==> config.mk <==
export PLATFORM = sky130hd
export DESIGN_NAME = scarv_cop_rsp_queue
export DESIGN_NICKNAME = d
export VERILOG_FILES = /design/src/rtl/scarv_cop_rsp_queue.sv
export SDC_FILE = /design/constraint.sdc
export NUM_CORES = 1
export LEC_CHECK = 0
export ABC_AREA = 0
export BUFFER_PORTS_ARGS = -buffer_cell sky130_fd_sc_hd__clkbuf_2
export CAP_MARGIN = 5
export CORE_MARGIN = 5
export CORE_UTILIZATION = 50
export DETAILED_ROUTE_END_ITERATION = 6
export PLACE_DENSITY = 0.71
export SLEW_MARGIN = 5
export SYNTH_ARGS = -nofsm -noshare
export SYNTH_HDL_FRONTEND = slang
export SYNTH_SLANG_ARGS = --single-unit
export TNS_END_PERCENT = 20
==> constraint.sdc <==
create_clock -name g_clk -period 5.6 [get_ports g_clk]
set_clock_uncertainty 0.05 [all_clocks]
set_input_delay 0.56 -clock g_clk [delete_from_list [all_inputs] [get_ports g_clk]]
set_output_delay 0.56 -clock g_clk [all_outputs]
set_load 0.05 [all_outputs]
==> src/rtl/scarv_cop_rsp_queue.sv <==
// COP response queue: counts in-flight instructions with credits, buffers masked
// functional-unit results in an in-order FIFO and returns them to the CPU.
module scarv_cop_rsp_queue #(
  parameter int DEPTH = 4,
  parameter int CW    = 3
) (
  input  logic        g_clk,
  input  logic        g_reset,
  input  logic        issue_valid,
  output logic        issue_ready,
  input  logic        fu_rsp_valid,
  output logic        fu_rsp_ready,
  input  logic [4:0]  fu_rsp_rd,
  input  logic        fu_rsp_wen,
  input  logic [31:0] fu_rsp_data,
  input  logic [2:0]  fu_rsp_status,
  output logic        cpu_rsp_valid,
  input  logic        cpu_rsp_ready,
  output logic [4:0]  cpu_rsp_rd,
  output logic        cpu_rsp_wen,
  output logic [31:0] cpu_rsp_data,
  output logic [2:0]  cpu_rsp_status,
  output logic        cop_busy,
  output logic        proto_err
);

  localparam int AW = $clog2(DEPTH);

  typedef struct packed {
    logic [4:0]  rd;
    logic        wen;
    logic [31:0] data;
    logic [2:0]  status;
  } rsp_t;

  rsp_t          mem_q [DEPTH];
  logic [CW-1:0] wr_ptr_q, wr_ptr_d;
  logic [CW-1:0] rd_ptr_q, rd_ptr_d;
  logic [CW-1:0] credits_q, credits_d;
  logic          proto_err_q, proto_err_d;

  logic          empty, full;
  logic [CW-1:0] occupancy;
  logic          issue_fire, push_fire, pop_fire;
  rsp_t          push_entry, head;

  // Pointers carry one extra wrap bit so full and empty are distinguishable.
  assign empty     = (wr_ptr_q == rd_ptr_q);
  assign full      = (wr_ptr_q[CW-1] != rd_ptr_q[CW-1]) &&
                     (wr_ptr_q[AW-1:0] == rd_ptr_q[AW-1:0]);
  assign occupancy = wr_ptr_q - rd_ptr_q;

  assign issue_ready  = (credits_q < CW'(DEPTH));
  assign fu_rsp_ready = !full;
  assign cop_busy     = (credits_q != '0);
  assign proto_err    = proto_err_q;

  assign issue_fire = issue_valid && issue_ready;
  assign push_fire  = fu_rsp_valid && fu_rsp_ready;
  assign pop_fire   = cpu_rsp_valid && cpu_rsp_ready;

  // Faulted results never write a GPR, and non-writing results carry no data.
  always_comb begin
    push_entry.rd     = fu_rsp_rd;
    push_entry.status = fu_rsp_status;
    push_entry.wen    = 1'b0;
    push_entry.data   = '0;
    if (fu_rsp_status == 3'd0) begin
      push_entry.wen  = fu_rsp_wen;
      push_entry.data = fu_rsp_wen ? fu_rsp_data : 32'd0;
    end
  end

  // NOTE: every always_comb output gets a default first so no path infers a latch.
  always_comb begin
    wr_ptr_d    = wr_ptr_q + CW'(push_fire);
    rd_ptr_d    = rd_ptr_q + CW'(pop_fire);
    credits_d   = credits_q;
    proto_err_d = proto_err_q;
    case ({issue_fire, pop_fire})
      2'b10:   credits_d = credits_q + CW'(1);
      2'b01:   if (credits_q != '0) credits_d = credits_q - CW'(1);
      default: credits_d = credits_q;
    endcase
    if (fu_rsp_valid && (occupancy >= credits_q))
      proto_err_d = 1'b1;
    if (push_fire && (fu_rsp_status >= 3'd5))
      proto_err_d = 1'b1;
  end

  // NOTE: sequential state uses non-blocking assignments so every register samples pre-edge values.
  always_ff @(posedge g_clk or posedge g_reset) begin
    if (g_reset) begin
      wr_ptr_q    <= '0;
      rd_ptr_q    <= '0;
      credits_q   <= '0;
      proto_err_q <= 1'b0;
    end else begin
      wr_ptr_q    <= wr_ptr_d;
      rd_ptr_q    <= rd_ptr_d;
      credits_q   <= credits_d;
      proto_err_q <= proto_err_d;
    end
  end

  // NOTE: storage is not reset; empty pointers make stale entries unobservable.
  always_ff @(posedge g_clk) begin
    if (push_fire)
      mem_q[wr_ptr_q[AW-1:0]] <= push_entry;
  end

  assign head = mem_q[rd_ptr_q[AW-1:0]];

  assign cpu_rsp_valid  = !empty;
  assign cpu_rsp_rd     = empty ? 5'd0  : head.rd;
  assign cpu_rsp_wen    = empty ? 1'b0  : head.wen;
  assign cpu_rsp_data   = empty ? 32'd0 : head.data;
  assign cpu_rsp_status = empty ? 3'd0  : head.status;

endmodule

==> results.yml <==
global_route:
  grt_max_degree: 44
  groute.usage.overall: 0.1662
  grt_pass1_wl_mm: 20.22
  antenna_found_initial: 0
  overflow: 0
  grt_pass1_vias: 3867
timing:
  tns_ns: 0
  fin_crit_sh: 0.6591
  hold_viol_final: 0
  rsz0062_at_grt: "false"
  timing.fmax_ghz: 0.2709
  slew_viol_final: 0
  setup_violations: 0
  period_needed_ns: 3.691
  max_slew_margin: 0.3103
  worst_slew_pin_slew_ns: 1.032
critical_path:
  crit_chain: "ha_1, nand2_1, nor2_4, and2b_1, clkbuf_2"
  start_kind: "flop"
  path_max_fanout: 43
  path_class: "reg2out"
  cp-startpoint: "rd_ptr_q[0]"
  r2r_slack_ns: 2.36
  critPathMaxStageDelay_ns: 0.97
  cp_slowest_cell: "dfrtp_4"
  r2r-end: "mem_q[2][2]"
  reg2reg_from: "rd_ptr_q[0]"
  critPathRequiredTime_ns: 4.99
  reg2regPathDepth: 6
  critPathCaptureType: "primary output"
  arrival_ns: 3.08
clocking:
  path_clk_slew_ns: 0.06
  cts.sinks: 174
  clk_latency_ns: 0.42
  cts_tree: "built"
  cts.htree.levels: 4
  cts_resized: 0
  cts_made_buffers: 17
  cts_setup_buffers: 0
  postCtsHoldBufs: 0
  max-clock-path-buffers: 2
  root_buffer: "clkbuf_16"
layout:
  drive_gt1_frac: 0.3586
  layout_common_cells: "164 x edfxtp_1, 91 x clkbuf_2, 41 x mux4_2"
  area_growth_pct: 17.03
  final_common_cell: "edfxtp_1"
  diodes: 0
  nets: 518
  finalNonFillerCells: 654
synthesis:
  synthCells: 362
  ys_warn_count: 0
  synth_cell_types: 32
  syn_avg_cell_area_um2: 19.63
  synth.net_count: 419
  synth_area_mm2: 0.007106
  ys_seq_area_frac: 0.7283
  ys_ff_latch: 174
placed_design:
  dp.cells: 622
  port_buffers: 91
  dp_hpwl_mm: 7.791
  routabilityCongestion: 0.7318
floorplan:
  initial_core_util: 0.5099
  dieHeight_um: 129.2
  chipWidth_um: 129.2
  fp-row-count: 43
  core_mm2: 0.01393
  io_pins: 92
  fp.dieArea_mm2: 0.01670
routing:
  wirelength_met1_mm: 5.393
  drt-vias-per-instance: 5.381
  postRouteAntennaNets: 0
  wl_met3_um: 769
  first_iter_violations: 255
  avgRoutedWirePerCell_um: 19.67
  drtPass1Iterations: 4
  vias: 3519
  finalWirelength_mm: 12.86
  met2_length_mm: 6.495
  top_layer: "met4"
  drc: 0
job:
  cap_violations: 0
outcome:
  outcome: "finished, final reports clean"
hold_path:
  min_path_type: "in2async"
registers in the layout, indices dropped and copies added, names as in the netlist:
register   count
wr_ptr_q       3
proto_err      1
credits_q      3
mem_q        164
rd_ptr_q       3
per-stage QoR:
step / utilization / instance area (µm²) / hold WS (ns) / worst slack [ns]
floorplan: - / 7106 / 0.3502 / 0.4301
global placement: 0.5594 / 7795 / 0.4255 / 2.260
detailed placement: 0.5594 / 7795 / 0.4364 / 2.200
CTS: 0.5968 / 8315 / 0.03801 / 1.742
global route: 0.5968 / 8315 / 0.07325 / 1.568
finish: 0.5968 / 8315 / 0.04294 / 1.909
worst max path at each step:
stage / to / slack [ns]
floorplan: mem_q[0][0] / 0.43
global placement: cpu_rsp_data[17] / 2.26
global route: cpu_rsp_status[0] / 1.57
detailed placement: cpu_rsp_rd[3] / 2.20
CTS: cpu_rsp_data[18] / 1.74
finish: cpu_rsp_data[18] / 1.91
layer usage:
metal / track usage / up-vias
li1: - / 1608
met1: 0.2115 / 1783
met2: 0.2735 / 109
met3: 0.04328 / 19
met4: 0.07041 / 0
met5: 0 / -
critical path, delay by kind of cell, from the launching register on:
| kind | cells | cell delay, ns |
|---|---|---|
| DFF | 1 | 0.97 |
| adders and majority gates | 1 | 0.27 |
| buffers and inverters | 1 | 0.23 |
| and+or+nand+nor | 3 | 1.18 |
logic make-up after synthesis:
group | synth area share
fa+ha+maj | 0.02148
simple gates | 0.08188
mux | 0.1321
buf+inv | 0.01796
xor+xnor | 0.007397
compound gates | 0.01092
flops | 0.7283
cell usage after synthesis (all sizes together):
library cell  instances  area [µm²]
xnor2                 3       26.28
mux4                 41       923.4
clkbuf               11       41.29
inv                  10       37.54
o311ai                1       8.760
ha                    9       112.6
nand2                 3       11.26
nand2b                2       12.51
a21o                  2       16.27
xor2                  3       26.28
and2b                24       180.2
mux2                  1       15.01
buf                   7       48.79
nand3                 2       10.01
nand4                 1       6.260
o22ai                 2       12.51
o211a                 1       10.01
dfrtp                10       250.2
or3                   1       6.260
a21oi                 3       15.01
nor2b                17       106.4
nor3                  2       10.01
and2                 32       200.2
edfxtp              164        4925
fa                    2       40.04
o21a                  2       15.01
and3                  2       12.51
nor2                  3       11.26
nor4b                 1       15.01
area by class of cell:
type | instances | area [µm²]
fill | 1033 | 5619
timing repair buffer | 98 | 520.5
tap | 180 | 225.2
clock buffer | 28 | 476.7
sequential | 174 | 5180
multi-input combinational | 160 | 1832
inverter | 10 | 37.54
clock inverter | 4 | 43.79
Power is not shown: default switching activity piles up to over one toggle a cycle in this logic, so the estimate is an artifact.
